$ cat src/rtl/cc_step_counter.sv
// Step-count controller: latches a target on start, gates prescaler ticks to the
// motor driver, counts them, and ends the move on the external comparator's equal flag.
module cc_step_counter #(
  parameter int NUMBER_DATAWIDTH = 8
) (
  input  logic                        CC_STEPCOUNT_CLOCK_50,
  input  logic                        CC_STEPCOUNT_RESET_InLow,
  input  logic                        CC_STEPCOUNT_start_InHigh,
  input  logic                        CC_STEPCOUNT_abort_InHigh,
  input  logic                        CC_STEPCOUNT_tick_InHigh,
  input  logic [NUMBER_DATAWIDTH-1:0] CC_STEPCOUNT_target_InBUS,
  input  logic                        CC_STEPCOUNT_equal_InLow,
  output logic [NUMBER_DATAWIDTH-1:0] CC_STEPCOUNT_count_OutBUS,
  output logic [NUMBER_DATAWIDTH-1:0] CC_STEPCOUNT_target_OutBUS,
  output logic                        CC_STEPCOUNT_step_OutHigh,
  output logic                        CC_STEPCOUNT_busy_OutHigh,
  output logic                        CC_STEPCOUNT_done_OutHigh
);

  // state | meaning
  // IDLE  | waiting for start; count and target held
  // RUN   | gating ticks to the driver until the comparator reports equal
  // DONE  | one-cycle completion pulse, then back to IDLE
  typedef enum logic [1:0] {
    IDLE = 2'd0,
    RUN  = 2'd1,
    DONE = 2'd2
  } state_t;

  localparam logic [NUMBER_DATAWIDTH-1:0] ONE = {{(NUMBER_DATAWIDTH-1){1'b0}}, 1'b1};

  state_t                      state, state_nxt;
  logic [NUMBER_DATAWIDTH-1:0] count, count_nxt;
  logic [NUMBER_DATAWIDTH-1:0] target, target_nxt;
  logic                        step;

  always_ff @(posedge CC_STEPCOUNT_CLOCK_50 or negedge CC_STEPCOUNT_RESET_InLow) begin
    if (!CC_STEPCOUNT_RESET_InLow) begin
      state  <= IDLE;
      count  <= '0;
      target <= '0;
    end else begin
      state  <= state_nxt;
      count  <= count_nxt;
      target <= target_nxt;
    end
  end

  // equal_InLow comes straight from the comparator; the stop decision uses it unregistered
  always_comb begin
    state_nxt  = state;
    count_nxt  = count;
    target_nxt = target;
    step       = 1'b0;
    case (state)
      IDLE: begin
        if (CC_STEPCOUNT_start_InHigh && !CC_STEPCOUNT_abort_InHigh) begin
          target_nxt = CC_STEPCOUNT_target_InBUS;
          count_nxt  = '0;
          state_nxt  = RUN;
        end
      end
      RUN: begin
        step = CC_STEPCOUNT_tick_InHigh & CC_STEPCOUNT_equal_InLow & ~CC_STEPCOUNT_abort_InHigh;
        if (CC_STEPCOUNT_abort_InHigh) begin
          state_nxt = IDLE;
        end else if (!CC_STEPCOUNT_equal_InLow) begin
          state_nxt = DONE;
        end else if (step) begin
          count_nxt = count + ONE;
        end
      end
      DONE: begin
        state_nxt = IDLE;
      end
      default: begin
        state_nxt = IDLE;
      end
    endcase
  end

  assign CC_STEPCOUNT_count_OutBUS  = count;
  assign CC_STEPCOUNT_target_OutBUS = target;
  assign CC_STEPCOUNT_step_OutHigh  = step;
  assign CC_STEPCOUNT_busy_OutHigh  = (state == RUN);
  assign CC_STEPCOUNT_done_OutHigh  = (state == DONE);

endmodule

$ cat config.mk
export PLATFORM = sky130hd
export DESIGN_NAME = cc_step_counter
export DESIGN_NICKNAME = d
export VERILOG_FILES = /design/src/rtl/cc_step_counter.sv
export SDC_FILE = /design/constraint.sdc
export NUM_CORES = 1
export LEC_CHECK = 0
export ABC_AREA = 1
export BUFFER_PORTS_ARGS = -buffer_cell sky130_fd_sc_hd__buf_2
export CORE_MARGIN = 2
export CORE_UTILIZATION = 47
export CTS_CLUSTER_DIAMETER = 100
export CTS_CLUSTER_SIZE = 20
export DETAILED_ROUTE_END_ITERATION = 8
export PLACE_DENSITY = 0.78
export SLEW_MARGIN = 20
export SYNTH_ARGS = -nofsm -noshare
export SYNTH_HDL_FRONTEND = slang
export SYNTH_SLANG_ARGS = --single-unit
$ cat constraint.sdc
create_clock -name CC_STEPCOUNT_CLOCK_50 -period 1.45 [get_ports CC_STEPCOUNT_CLOCK_50]
set_clock_uncertainty 0.05 [all_clocks]
set_input_delay 0.29 -clock CC_STEPCOUNT_CLOCK_50 [delete_from_list [all_inputs] [get_ports CC_STEPCOUNT_CLOCK_50]]
set_output_delay 0.29 -clock CC_STEPCOUNT_CLOCK_50 [all_outputs]
set_load 0.05 [all_outputs]
# Word level (Yosys, flattened, before mapping)

Index checks and enable logic that the tools add are counted.
W data, S select, Z words.

Output and inout port bits: 19
Register bits after elaboration: 18
Input port bits: 14

Eq/ne operators: 7
Bitwise gates (word level): 3
Mux-type cells: 10
Reduce and logical (&&, ||, !) cells: 7
$add $sub $neg: 1

Operators by type and width:

| kind                  | number |
|---|---|
| $mux W8               | 4 |
| $pmux W8 S2           | 1 |
| $add A8 B1 Y8 const B | 1 |
| $mux W2               | 3 |
| $ne A2 B2 Y1 const B  | 3 |
| $reduce_and A5 Y1     | 1 |
| $pmux W2 S2           | 1 |
| $reduce_and A2 Y1     | 2 |
| $ne A3 B3 Y1 const B  | 1 |
| $and A1 B1 Y1         | 2 |
| $eq A2 B1 Y1 const B  | 1 |
| $eq A2 B2 Y1 const B  | 1 |
| $logic_not A2 Y1      | 1 |
| $ne A2 B1 Y1 const B  | 1 |
| $reduce_bool A2 Y1    | 1 |
| $logic_and A1 B1 Y1   | 1 |
| $logic_not A1 Y1      | 1 |
| $mux W1               | 1 |
| $not A1 Y1            | 1 |

# Longest topological paths before layout

Depth after elaboration: 6
Mapped depth: 8
Mapped depth without buffers: 8

# Worst setup path after synthesis

OpenSTA, ideal clock, no wires.

Path kind: register -> register
Start point: reg count[0], in the netlist CC_STEPCOUNT_count_OutBUS[0]
End point: reg count[6], in the netlist CC_STEPCOUNT_count_OutBUS[6]
Setup slack: -0.167 ns
Library setup time: 0.120 ns
Cell stages (with the launch flop): 7
Data required time: 1.280 ns
Path buffers: 0
Arrival: 1.447 ns
Cell sequence: dfrtp_1 -> ha_1 -> nand3_1 -> nor2_1 -> nand3_1 -> nand2_1 -> nor2_1

Longest elaborated chain between the ends: 5

RTL lines:

| item                   | line | text |
|---|---|---|
| start, declared        | 33   | `logic [NUMBER_DATAWIDTH-1:0] count, count_nxt;` |
| start signal, assigned | 44   | `count <= count_nxt;` |
| $add A8 B1 Y8          | 70   | `count_nxt = count + ONE;` |
| $mux W8                | 69   | `end else if (step) begin` |
| $mux W8                | 67   | `end else if (!CC_STEPCOUNT_equal_InLow) begin` |
| $mux W8                | 65   | `if (CC_STEPCOUNT_abort_InHigh) begin` |
| $pmux W8 S2            | 55   | `case (state)` |

Every way passes these cells. The select of a mux whose other input is x is not followed.
A chain may end at the register's enable or synchronous reset.

# Worst setup path after layout

Start point: reg state[1]
End point: out CC_STEPCOUNT_step_OutHigh

Longest elaborated chain between the ends: 2

RTL lines:

| item                   | line | text |
|---|---|---|
| start, declared        | 32   | `state_t state, state_nxt;` |
| start signal, assigned | 43   | `state <= state_nxt;` |
| $eq A2 B1 Y1           | 55   |  |
| $mux W1                | 55   |  |
| end, declared          | 15   | `output logic CC_STEPCOUNT_step_OutHigh,` |

Every way passes these cells.

==> results.ini <==
[synthesis]
ys.flop_type=sky130_fd_sc_hd__dfrtp_1
netlist.top_cell.by_area=sky130_fd_sc_hd__dfrtp_1
dominant_combinational_cell_family_by_area_after_synthesis=simple AND/OR/NAND/NOR gates
yosys_warnings=0
synth_top_cell_area_share_pct=49.7
synth_adder_area_share_pct=1.38
syn-num-nets=125
synth.area.top_cells=sky130_fd_sc_hd__dfrtp_1 (50%), sky130_fd_sc_hd__nand2_1 (11%), sky130_fd_sc_hd__inv_1 (7.4%)
yosysUniqueCellTypes=18
mappedNetlistArea_um2=907
yosysSeqAreaShare_pct=49.7
synthesis.instances=110
synth_mux_area_share_pct=0
synth_edf_count=0
yosys-top-cells-count=sky130_fd_sc_hd__nand2_1 (27), sky130_fd_sc_hd__dfrtp_1 (18), sky130_fd_sc_hd__inv_1 (18)
asyncSetResetFlopFracSynth_pct=100
syn_avg_cell_area_um2=8.25
post-synth-top-count-cell=sky130_fd_sc_hd__nand2_1
post_synth_and_or_nand_nor_area_fraction_pct=27.0
yosys.area_share.xor_xnor_pct=0.966
synth-seq-cells=18
synth_compound_area_share_pct=9.79

[final_layout]
fin_cells=172
drive_gt1_share_pct=34.7
final_nets=163
final.fill_count=166
multiInputGateArea_um2=364
area_growth_pct=29.4
fin_area_mm2=0.00117
sequential_cell_area_um2=453
finished_core_util_pct=66.5
antenna_cells=0

[drt]
avgViaCountPerCell=4.79
detail_routed_net_length_per_standard_cell_um=11.2
drcViolationCount=0
drt_iter0_drc=14
num_vias=824
drt.antenna.violating_nets=0
detail_route.first_pass.iterations=4
drt-total-wl_mm=1.92

[grt]
first_pass_grt_wire_length_mm=3.02
initial_antenna_violation_count=0
gr-total-overflow=0
track_usage_pct=19.6
grt_max_degree=22
first_global_vias=718

[clock_tree]
worst_setup_hold_path_clk_slew_ns=0.11
clk_path_buf_depth=2
cts_buffers=3
clock_tree_from_tritoncts=done
root_buffer=sky130_fd_sc_hd__clkbuf_4
clock-sinks=18
worstSkewPairLatency_ns=0.30
clock_tree.htree_level_count=1

[floorplan]
floorplan.rows=15
floorplan.core_area_mm2=0.00176
initial_core_util_pct=51.4
die_width_um=47.9
die_span_in_y_um=47.9
top_level_ports=33
die_area_mm2=0.00230

[hold_path]
worst_min_path_start=CC_STEPCOUNT_equal_InLow
hold_path.class=in -> reg
timing.hold.worst_path_depth=2
min_to=state[1]$_DFFE_PN0P_

[sta]
fraction_of_the_cycle_the_final_worst_path_needs_pct=106
final-setup-viol-count=2
setup_ws_ns=-0.0871
hold_viol=0
slew_headroom_pct=73.4
clock.fmax_ghz=0.651
timing_worst_slew_pin_value_ns=0.400
rsz0062_at_grt=true
min_period_ns=1.54
finalMaxSlewViolations=0

[critical_path]
cp.arrival_ns=1.20
reg2regPathDepth=5
timing.setup.critical_path_class=reg -> out
ff2ff_setup_slack_ns=0.11
critPathLaunchType=flop
reg2reg_to=CC_STEPCOUNT_target_OutBUS[0]$_DFFE_PN0P_
critical_path.reg2reg.startpoint=state[1]$_DFFE_PN0P_
critical_path.max_fanout=3
endpoint_kind=primary output
crit_required_ns=1.11

[place]
dpl_cell_area_mm2=0.00108
finalWeightedCongestion=0.836
io_buffer_count=32
cell_count_post_placement=165
place.detailed.hpwl_mm=1.43

[run_status]
run_status=complete, but fails checks
violations=setup timing

[run]
cap_violations=0

[pwr]
cellPowerDensity_mw_per_mm2=1190
static-leakage-power_nw=0.664
vdd_ir_drop_max_mv=0.767

[registers in the layout, indices dropped and copies added (netlist names)]
register	flops
CC_STEPCOUNT_count_OutBUS	8
state	2
CC_STEPCOUNT_target_OutBUS	8
[cells in the final DEF, fill, tap and decap left out]
cell,n
sky130_fd_sc_hd__a21oi_1,1
sky130_fd_sc_hd__a21oi_2,3
sky130_fd_sc_hd__buf_2,28
sky130_fd_sc_hd__buf_4,4
sky130_fd_sc_hd__buf_6,1
sky130_fd_sc_hd__buf_8,1
sky130_fd_sc_hd__clkbuf_4,4
sky130_fd_sc_hd__clkbuf_8,1
sky130_fd_sc_hd__clkinvlp_4,1
sky130_fd_sc_hd__dfrtp_1,16
sky130_fd_sc_hd__dfrtp_2,2
sky130_fd_sc_hd__dlygate4sd3_1,1
sky130_fd_sc_hd__ha_1,1
sky130_fd_sc_hd__inv_1,17
sky130_fd_sc_hd__inv_2,1
sky130_fd_sc_hd__nand2_1,27
sky130_fd_sc_hd__nand2_4,1
sky130_fd_sc_hd__nand2_8,1
sky130_fd_sc_hd__nand3_1,8
sky130_fd_sc_hd__nand3_2,2
sky130_fd_sc_hd__nor2_1,12
sky130_fd_sc_hd__nor2_4,1
sky130_fd_sc_hd__nor3_1,1
sky130_fd_sc_hd__o21a_1,1
sky130_fd_sc_hd__o21ai_0,10
sky130_fd_sc_hd__xor2_1,1
[critical path, stage by stage, from the launching register on]
cell	delay [ns]
sky130_fd_sc_hd__dfrtp_1	0.44
sky130_fd_sc_hd__nor2_4	0.17
sky130_fd_sc_hd__nand2_4	0.07
sky130_fd_sc_hd__clkinvlp_4	0.08
sky130_fd_sc_hd__buf_8	0.13
[metal layers]
metal / vias up / track usage, % / wire (um)
met2: 21 / 33.3 / 1020
met5: - / 0 / 0
met4: 0 / 9.73 / 42
li1: 416 / - / -
met1: 382 / 24.3 / 778
met3: 5 / 2.64 / 84
[repair_timing]
item / 4_1_cts / 5_1_grt
setup buffers: 2 / 0
endpoints found under the setup margin: 3 / 5
hold buffers: 1 / 0
endpoints found under the hold margin: 18 / 0
pin swaps: 1 / 0
gates resized for setup: 5 / 3
[power breakdown]
group | switching, mW | leakage [nW] | total [mW] | internal [mW]
registers | 0.0502 | 0.232 | 0.616 | 0.566
logic | 0.351 | 0.410 | 0.468 | 0.117
clock network | 0.161 | 0.0210 | 0.315 | 0.153
[area by class of cell]
| cell class | count | share of cell area [%] |
|---|---|---|
| sequential | 18 | 38.6 |
| multi-input combinational | 70 | 31.0 |
| timing repair buffer | 36 | 18.2 |
| inverter | 19 | 6.40 |
| clock buffer | 4 | 3.09 |
| tap | 25 | 2.67 |
[worst max-delay path by stage]
stage | endpoint | from | slack [ns] | cells after the start
2_1_floorplan | CC_STEPCOUNT_step_OutHigh | state[0]$_DFFE_PN0P_ | 0.005 | 4
3_3_place_gp | CC_STEPCOUNT_step_OutHigh | CC_STEPCOUNT_equal_InLow | 0.11 | 6
3_5_place_dp | CC_STEPCOUNT_step_OutHigh | state[0]$_DFFE_PN0P_ | 0.06 | 5
4_1_cts | CC_STEPCOUNT_step_OutHigh | state[1]$_DFFE_PN0P_ | -0.09 | 4
5_1_grt | CC_STEPCOUNT_step_OutHigh | state[0]$_DFFE_PN0P_ | -0.14 | 5
6_report | CC_STEPCOUNT_step_OutHigh | state[1]$_DFFE_PN0P_ | -0.09 | 4
[through the flow]
| step | TNS, ns | power (mW) | setup slack, ns | hold WS (ns) |
|---|---|---|---|---|
| floorplan | 0 | 0.964 | 0.00498 | -0.0556 |
| global placement | 0 | 1.07 | 0.109 | 0.187 |
| detailed placement | 0 | 1.08 | 0.0599 | 0.189 |
| CTS | -0.114 | 1.41 | -0.0879 | 0.104 |
| global route | -0.277 | 1.47 | -0.138 | 0.117 |
| finish | -0.110 | 1.40 | -0.0871 | 0.105 |
[cells by family after synthesis]
group | after synthesis
AO/OA/AOI/OAI | 15
XOR/XNOR | 1
adder cells (fa/ha/maj) | 1
buffers and inverters | 22
flip-flops | 18
AND/OR/NAND/NOR | 53
No activity file was read; power rests on OpenSTA's default activity.
